### src/rtl/alu_share_arbiter.sv
// alu_share_arbiter: two requesters share one external combinational ALU.
// Round-robin arbitration, one-entry result buffer per requester,
// result visible the cycle after the request is accepted.
// Optional build macro ALU_SHARE_ILLEGAL_OP_EN flags results produced from
// illegal ALU control codes on resp0_err/resp1_err; without it they are tied 0.
module alu_share_arbiter #(
    parameter int WIDTH = 32,
    parameter int CNT_W = 16
) (
    input  logic             clk,
    input  logic             rst_n,

    input  logic             req0_valid,
    output logic             req0_ready,
    input  logic [WIDTH-1:0] req0_a,
    input  logic [WIDTH-1:0] req0_b,
    input  logic [3:0]       req0_ctrl,
    output logic             resp0_valid,
    input  logic             resp0_ready,
    output logic [WIDTH-1:0] resp0_data,
    output logic             resp0_err,

    input  logic             req1_valid,
    output logic             req1_ready,
    input  logic [WIDTH-1:0] req1_a,
    input  logic [WIDTH-1:0] req1_b,
    input  logic [3:0]       req1_ctrl,
    output logic             resp1_valid,
    input  logic             resp1_ready,
    output logic [WIDTH-1:0] resp1_data,
    output logic             resp1_err,

    output logic [WIDTH-1:0] alu_a,
    output logic [WIDTH-1:0] alu_b,
    output logic [3:0]       alu_ctrl,
    input  logic [WIDTH-1:0] alu_out,

    output logic [CNT_W-1:0] op_count
);

    typedef enum logic {
        EMPTY = 1'b0,
        FULL  = 1'b1
    } buf_state_t;

    buf_state_t       state0;
    buf_state_t       state1;
    logic             rr_ptr;
    logic             elig0;
    logic             elig1;
    logic             grant0;
    logic             grant1;
    logic [WIDTH-1:0] last_a;
    logic [WIDTH-1:0] last_b;
    logic [3:0]       last_ctrl;

    assign resp0_valid = (state0 == FULL);
    assign resp1_valid = (state1 == FULL);

    // A port competes when it has work and its buffer will have room at the edge;
    // a conflict goes to the port named by rr_ptr.
    always_comb begin
        elig0  = req0_valid && ((state0 == EMPTY) || resp0_ready);
        elig1  = req1_valid && ((state1 == EMPTY) || resp1_ready);
        grant0 = elig0 && (!elig1 || (rr_ptr == 1'b0));
        grant1 = elig1 && (!elig0 || (rr_ptr == 1'b1));
    end

    assign req0_ready = grant0;
    assign req1_ready = grant1;

    // Steer the granted port onto the shared ALU; hold the last operation when idle.
    always_comb begin
        alu_a    = last_a;
        alu_b    = last_b;
        alu_ctrl = last_ctrl;
        if (grant0) begin
            alu_a    = req0_a;
            alu_b    = req0_b;
            alu_ctrl = req0_ctrl;
        end else if (grant1) begin
            alu_a    = req1_a;
            alu_b    = req1_b;
            alu_ctrl = req1_ctrl;
        end
    end

    // Remember the last granted operation, flip priority and count accepted ops.
    always_ff @(posedge clk or negedge rst_n) begin
        if (!rst_n) begin
            last_a    <= '0;
            last_b    <= '0;
            last_ctrl <= '0;
            rr_ptr    <= 1'b0;
            op_count  <= '0;
        end else if (grant0 || grant1) begin
            last_a    <= alu_a;
            last_b    <= alu_b;
            last_ctrl <= alu_ctrl;
            rr_ptr    <= grant0;
            op_count  <= op_count + CNT_W'(1);
        end
    end

    // Requester 0 result buffer: capture on grant, release on consume.
    always_ff @(posedge clk or negedge rst_n) begin
        if (!rst_n) begin
            state0     <= EMPTY;
            resp0_data <= '0;
        end else begin
            case (state0)
                EMPTY: begin
                    if (grant0) begin
                        state0     <= FULL;
                        resp0_data <= alu_out;
                    end
                end
                FULL: begin
                    if (grant0) begin
                        resp0_data <= alu_out;
                    end else if (resp0_ready) begin
                        state0 <= EMPTY;
                    end
                end
                default: state0 <= EMPTY;
            endcase
        end
    end

    // Requester 1 result buffer: capture on grant, release on consume.
    always_ff @(posedge clk or negedge rst_n) begin
        if (!rst_n) begin
            state1     <= EMPTY;
            resp1_data <= '0;
        end else begin
            case (state1)
                EMPTY: begin
                    if (grant1) begin
                        state1     <= FULL;
                        resp1_data <= alu_out;
                    end
                end
                FULL: begin
                    if (grant1) begin
                        resp1_data <= alu_out;
                    end else if (resp1_ready) begin
                        state1 <= EMPTY;
                    end
                end
                default: state1 <= EMPTY;
            endcase
        end
    end

`ifdef ALU_SHARE_ILLEGAL_OP_EN
    logic ctrl_illegal;

    assign ctrl_illegal = !(alu_ctrl inside {4'b0000, 4'b0001, 4'b0010,
                                             4'b0110, 4'b0111, 4'b1100});

    // Error flags travel with the captured data of each buffer.
    always_ff @(posedge clk or negedge rst_n) begin
        if (!rst_n) begin
            resp0_err <= 1'b0;
            resp1_err <= 1'b0;
        end else begin
            if (grant0) resp0_err <= ctrl_illegal;
            if (grant1) resp1_err <= ctrl_illegal;
        end
    end
`else
    assign resp0_err = 1'b0;
    assign resp1_err = 1'b0;
`endif

endmodule

### config.mk
export PLATFORM = sky130hd
export DESIGN_NAME = alu_share_arbiter
export DESIGN_NICKNAME = d
export VERILOG_FILES = /design/src/rtl/alu_share_arbiter.sv
export SDC_FILE = /design/constraint.sdc
export NUM_CORES = 1
export LEC_CHECK = 0
export CELL_PAD_IN_SITES_DETAIL_PLACEMENT = 1
export CELL_PAD_IN_SITES_GLOBAL_PLACEMENT = 1
export CORE_ASPECT_RATIO = 0.6
export CORE_MARGIN = 1
export CORE_UTILIZATION = 29
export DETAILED_ROUTE_END_ITERATION = 8
export PLACE_DENSITY = 0.9
export REMOVE_ABC_BUFFERS = 1
export SYNTH_ARGS = -nofsm -noshare
export SYNTH_HDL_FRONTEND = slang
export SYNTH_SLANG_ARGS = --single-unit
### constraint.sdc
create_clock -name clk -period 1.9 [get_ports clk]
set_input_delay 0.285 -clock clk [delete_from_list [all_inputs] [get_ports clk]]
set_output_delay 0.285 -clock clk [all_outputs]
set_load 0.02 [all_outputs]
==> impl_metrics.csv, run 1 <==
group,metric,value,unit
place,gp_congestion,0.798,
clock_network,root_buffer,"clkbuf_16",
route,drtIter0Drc,271,
synth,synth_commonest_cells,"nor2_1 (205), dfrtp_1 (151), o22ai_1 (68)",
clock_network,cts_buffers,17,
critical_path,cp_slowest_stage_delay,0.45,ns
synth,netlist_area,6290,um2
power_and_ir_drop,peakVddDrop,0.625,mV
synth,avgSynthCellArea,10.9,um2
floorplanning,core,21100,um2
synth,synth-async-reset-ratio,1.00,
synth,synth_cells,578,
synth,synth_edf_count,0,
layout,final_util,0.595,
place,placedInstanceArea,10800,um2
synth,synth-warning-count,0,
power_and_ir_drop,total_power,14400,uW
sta,setup_slack,-0.538,ns
power_and_ir_drop,switching_share,0.365,
floorplanning,dieArea,22300,um2
synth,synth_area_leaders,"dfrtp_1 (60%), nor2_1 (12%), mux2_2 (9.7%), o22ai_1 (6.8%), mux2_4 (2.4%)",
layout,multi_input_area,3190,um2
sta,final_max_slew_viol_count,0,
power_and_ir_drop,comb_power_share,0.437,
place,io_buffer_count,325,
outcome,violations,"setup timing",
sta,period_share,1.28,
layout,drive_gt1_frac,0.424,
power_and_ir_drop,leakage,0.00541,uW
synth,yosysTopAreaCell,"dfrtp_1",
synth,synth_cell_types,33,
place,dp_hpwl,20000,um
critical_path,path_depth,6,
synth,ys.flop_type,"dfrtp_1",
synth,ys_seq_elements,151,
route,vias,6595,
grt,grt_use_total,0.255,
layout,syn_to_final_growth,99.9,%
floorplanning,top_level_ports,328,
sta,rsz0062_at_grt,"true",
critical_path,crit_buf_inv,2,
route,viasPerCell,4.94,
layout,register_area,3780,um2
layout,n_fill_cell,2128,
critical_path,cpMaxStageDelayCell,"a311o_2",
critical_path,crit_end,"alu_b[9]",
power_and_ir_drop,internal-power,9150,uW
critical_path,start_kind,"flop",
clock_network,htreeDepth,4,
critical_path,reg2reg_slack,-0.06,ns
clock_network,clk_pin_slew,0.07,ns
clock_network,clockBufferDepth,2,
critical_path,cpMostUsedCell,"nor2_1",
synth,synth_seq_area_share,0.601,
sta,setup_viol,107,
critical_path,cp.required,1.62,ns
critical_path,r2r_end,"resp0_data[12]",
grt,grt_pass1_vias,7235,
power_and_ir_drop,pwr-share-clk,0.243,
critical_path,path_cells,"nand2b_4, a311o_2, buf_12, nor2_1, nor2_1, buf_4",
critical_path,critical_path.startpoint,"resp0_valid",
grt,grt_overflow_total,0,
synth,yosysMostFrequentCell,"nor2_1",
route,drc,0,
sta,period_minus_slack,2.44,ns
clock_network,clk_latency,0.43,ns
critical_path,worstPathArrival,2.15,ns
power_and_ir_drop,switchingPower,5260,uW
grt,grt_max_degree,60,
run,cap_violations,0,
floorplanning,die_w,192,um
sta,fin_skew,0.0105,ns
critical_path,crit_family,"compound AO/OA/AOI/OAI gates",
min_path,holdCritPathClass,"in2async",
outcome,status,"finished with violations",
critical_path,reg2regPathDepth,8,
critical_path,critPathKind,"reg2out",
power_and_ir_drop,p_per_area,1150,nW/um2
clock_network,cts_tree,"yes",
critical_path,cp-end-kind,"output pin",
grt,grt_first_pass_wirelength,41800,um
layout,fin_nets,1217,
floorplanning,rows,41,
critical_path,reg2reg_from,"resp1_valid",
critical_path,crit_fanout,44,
sta,timing.hold.ws,0.334,ns
route,wl_per_cell,24.0,um
route,postRouteAntennaNets,0,
sta,fmax,0.410,GHz
synth,yosysTopAreaCellShare,0.601,
grt,antenna_found_initial,1,
route,drt_wl_total,32000,um
floorplanning,fp.dieH,116,um
floorplanning,start_util,0.298,
sta,hold_viol,0,
clock_network,cts.sinks,151,
power_and_ir_drop,power_frac_seq,0.320,
layout,stdcell_area,12600,um2
route,firstDrtPassIters,4,
[kinds of logic (layout without fill, tap and decap cells)]
kind of cell / count (synthesis) / in the layout / synth area share
simple gates: 235 / 235 / 0.151
flops: 151 / 151 / 0.601
compound gates: 74 / 74 / 0.0762
mux: 64 / 64 / 0.121
buf+inv: 37 / 513 / 0.0281
xor+xnor: 15 / 15 / 0.0209
fa+ha+maj: 1 / 1 / 0.00199
other cells: 1 / 3 / 0.000596
[layout by cell type, fill, tap and decap left out, drive strengths merged, types with 2 or more instances in the layout]
cell type,synthesis,final
nor4b,3,3
nand2b,2,2
buf,24,217
clkinv,0,3
bufinv,0,2
conb,1,2
clkdlybuf4s50,0,252
clkinvlp,0,7
nor3,3,3
nand4,4,4
nor4,3,3
inv,4,5
clkbuf,9,24
o22ai,68,68
xnor2,4,4
xor2,11,11
nor2,205,205
dfrtp,151,151
mux2,64,64
dlymetal6s2s,0,2
nand2,9,9
nand3,2,2
[sequential cells by signal, summed over array words and instances, names as in the netlist]
register,count
last_a,32
last_b,32
last_ctrl,4
op_count,16
resp0_data,32
resp0_valid,1
resp1_data,32
resp1_valid,1
rr_ptr,1
[layout make-up]
cell class                 instances  area share
clock inverter                    13      0.0119
clock buffer                      19      0.0352
tap                              279      0.0278
multi-input combinational        391       0.253
inverter                           4     0.00119
antenna                            1    0.000199
timing repair buffer             477       0.370
sequential                       151       0.301
[through the flow]
stage,instances,TNS (ns),worst slack (ns)
6_report,1335,-31.17,-0.538
5_1_grt,1335,-38.51,-0.622
4_1_cts,1319,-34.03,-0.610
3_5_place_dp,1279,-84.94,-0.873
3_3_place_gp,1279,-76.21,-0.844
2_1_floorplan,546,-566.97,-3.26
[how the worst min path moves through the flow]
stage / endpoint / start / cells past startpoint / slack, ns
after detailed placement: resp1_data[5] / rst_n / 1 / 0.20
after global placement: resp1_data[5] / rst_n / 1 / 0.20
after floorplan: last_a[0] / rst_n / 0 / -0.01
final: resp1_data[3] / rst_n / 2 / 0.33
after CTS: resp1_data[5] / rst_n / 2 / 0.31
after global routing: resp1_data[5] / rst_n / 2 / 0.36
[power by group through the flow]
| stage | Clock (uW) | Combinational (uW) | Sequential, uW |
|---|---|---|---|
| 6_report | 3500 | 6290 | 4610 |
| 5_1_grt | 3680 | 6580 | 4680 |
| 4_1_cts | 3520 | 5500 | 4490 |
| 3_5_place_dp | 0 | 5410 | 4500 |
| 3_3_place_gp | 0 | 5210 | 4420 |
| 2_1_floorplan | 0 | 1770 | 4960 |
[repair_timing]
item | in CTS | in global routing
gates cloned | 2 | 6
hold buffers | 1 | 0
hold endpoints to repair | 32 | 0
gates resized for setup | 353 | 224
buffers inserted | 5 | 10
endpoints found under the setup margin | 96 | 102
pin swaps | 4 | 36
[layer usage]
layer | part of all wire | track usage
met1 | 0.38 | 0.276
met3 | 0.074 | 0.102
met2 | 0.52 | 0.452
met5 | 0 | 0
met4 | 0.026 | 0.0982
No activity file was read; power rests on OpenSTA's default activity.
==> run 2: changes to the inputs <==
Settings changed: ABC_AREA set to 1, PLACE_DENSITY 0.9 to 0.91.
==> impl_metrics.csv, run 2 <==
group,metric,value,unit
outcome,status,"finished with violations",
outcome,violations,"setup timing",
clock_network,htreeDepth,4,
sta,tightest_slew,0.667,ns
sta,setup_slack,-0.371,ns
grt,grt_use_total,0.288,
route,viasPerCell,4.98,
sta,final_max_slew_viol_count,0,
layout,final_cell_mix,"clkdlybuf4s50_1 (254), nand2_1 (217), dfrtp_1 (151), buf_4 (147), nand3_1 (88)",
synth,yosysTopAreaCell,"dfrtp_1",
layout,drive_gt1_frac,0.335,
grt,grt_busiest_layer,"met2",
layout,final_common_cell,"clkdlybuf4s50_1",
critical_path,critical_path.startpoint,"resp1_valid",
clock_network,clk_latency,0.43,ns
clock_network,clockBufferDepth,2,
min_path,holdCritPathClass,"in2async",
route,drc,0,
grt,grt_use_met2,0.511,
floorplanning,die_w,199,um
clock_network,cts_buffers,17,
floorplanning,rows,42,
synth,ys.flop_type,"dfrtp_1",
floorplanning,top_level_ports,328,
sta,fin_setup_tns,-21.26,ns
sta,relSlewSlack,0.555,
synth,yosysTopAreaCellShare,0.559,
layout,n_antenna_cell,0,
power_and_ir_drop,p_per_area,1080,nW/um2
critical_path,critPathKind,"reg2out",
synth,synth-async-reset-ratio,1.00,
route,drt_wl_total,35500,um
grt,grt_pass1_vias,8948,
critical_path,crit_fanout,10,
route,wl_per_cell,22.1,um
synth,synth_commonest_cells,"nand2_1 (297), dfrtp_1 (151), nand3_1 (142)",
sta,fin_skew,0.00838,ns
floorplanning,start_util,0.301,
critical_path,cp-end-kind,"output pin",
synth,avgSynthCellArea,8.35,um2
critical_path,start_kind,"flop",
power_and_ir_drop,peakVddDrop,0.658,mV
grt,antenna_found_initial,0,
synth,synth_cells,810,
place,io_buffer_count,325,
synth,synth_seq_area_share,0.559,
clock_network,cts_tree,"yes",
grt,grt_max_degree,66,
place,dp_hpwl,21500,um
floorplanning,core,22400,um2
clock_network,clk_pin_slew,0.06,ns
sta,rsz0062_at_grt,"true",
power_and_ir_drop,leakage,0.00648,uW
sta,fmax,0.440,GHz
grt,grt_overflow_total,0,
layout,multi_input_area,3250,um2
sta,setup_viol,71,
clock_network,root_buffer,"clkbuf_16",
place,post-place-ws,-0.822,ns
layout,syn_to_final_growth,96.5,%
route,vias,7985,
synth,synth_edf_count,0,
sta,timing.hold.ws,0.383,ns
sta,period_minus_slack,2.27,ns
clock_network,cts.sinks,151,
critical_path,worstPathArrival,1.99,ns
power_and_ir_drop,total_power,14300,uW
layout,n_fill_cell,2458,
route,firstDrtPassIters,4,
floorplanning,dieArea,23900,um2
run,cap_violations,0,
synth,netlist_area,6760,um2
synth,ys_seq_elements,151,
sta,period_share,1.20,
synth,synth-warning-count,0,
grt,grtUsageMet1,0.325,
place,gp_congestion,0.827,
layout,fin_nets,1460,
grt,use_met3,0.0868,
synth,synth_cell_types,26,
synth,yosysMostFrequentCell,"nand2_1",
grt,grt_first_pass_wirelength,51600,um
critical_path,reg2reg_from,"resp0_valid",
route,postRouteAntennaNets,0,
layout,register_area,3780,um2
sta,hold_viol,0,
critical_path,cp.required,1.62,ns
floorplanning,fp.dieH,120,um
synth,synth_area_leaders,"dfrtp_1 (56%), nand2_1 (16%), nand3_1 (11%), o21ai_0 (2.7%), o21ai_1 (2.7%)",
route,drtIter0Drc,380,
run 2: worst paths after layout:
kind | cells past startpoint | slack, ns | endpoint
min in group clk | 3 | 0.43 | resp1_data[13]
setup / recovery | 10 | -0.37 | alu_a[28]
hold reg to reg | 2 | 0.49 | resp1_data[13]
max in group asynchronous | 3 | 0.90 | resp1_data[11]
setup reg to reg | 8 | -0.08 | resp0_data[10]
hold / removal | 2 | 0.38 | last_b[20]
run 2: what timing repair did:
item / 4_1_cts / 5_1_grt
hold buffers: 1 / 0
buffers inserted: 10 / 4
setup endpoints to repair: 70 / 90
gates resized for setup: 555 / 77
cloned: 10 / 4
pin swaps: 13 / 15
hold endpoints to repair: 41 / 0
run 2: final cells by class:
class,count,share of cell area
well taps,308,0.0290
flip-flops and latches,151,0.284
multi-input cells,569,0.245
inverters,51,0.0168
clock inverters,12,0.0134
clock buffers,18,0.0323
repair buffers,495,0.380
run 2: power breakdown:
part           internal (uW)  total, uW  leakage, uW  switching (uW)
clock                   2190       3630     0.000285            1440
combinational           2900       6240      0.00434            3340
sequential              3960       4470      0.00186             509
run 2: kinds of logic (layout without fill, tap and decap cells):
group / after synthesis / after routing / share of synthesized area
DFF: 151 / 151 / 0.559
adders and majority gates: 1 / 1 / 0.00185
buffers and inverters: 91 / 576 / 0.0668
xor gates and xnor gates: 8 / 8 / 0.0104
other: 1 / 2 / 0.000555
and+or+nand+nor: 479 / 479 / 0.302
AOI/OAI and AO/OA: 79 / 79 / 0.0600
run 2: worst max-delay path, cell delays in order (launching register included):
cell     delay, ns
dfrtp_1       0.39
inv_2         0.07
o21ai_4       0.18
inv_2         0.09
nand2_4       0.09
nand2_8       0.08
inv_16        0.13
buf_12        0.15
nand2_1       0.09
nand3_1       0.14
buf_6         0.13
run 2: per-stage QoR:
step                 util  area, um2  cells
finish              0.592      13300   1604
global route        0.592      13300   1604
CTS                 0.575      12900   1597
detailed placement  0.505      11300   1548
global placement    0.505      11300   1548
floorplan               -       6500    771
run 2: metal layers:
metal | vias up | wire [um]
met4 | 0 | 1030
met5 | - | 0
met2 | 339 | 17800
met3 | 74 | 2740
li1 | 3557 | -
met1 | 4015 | 13900
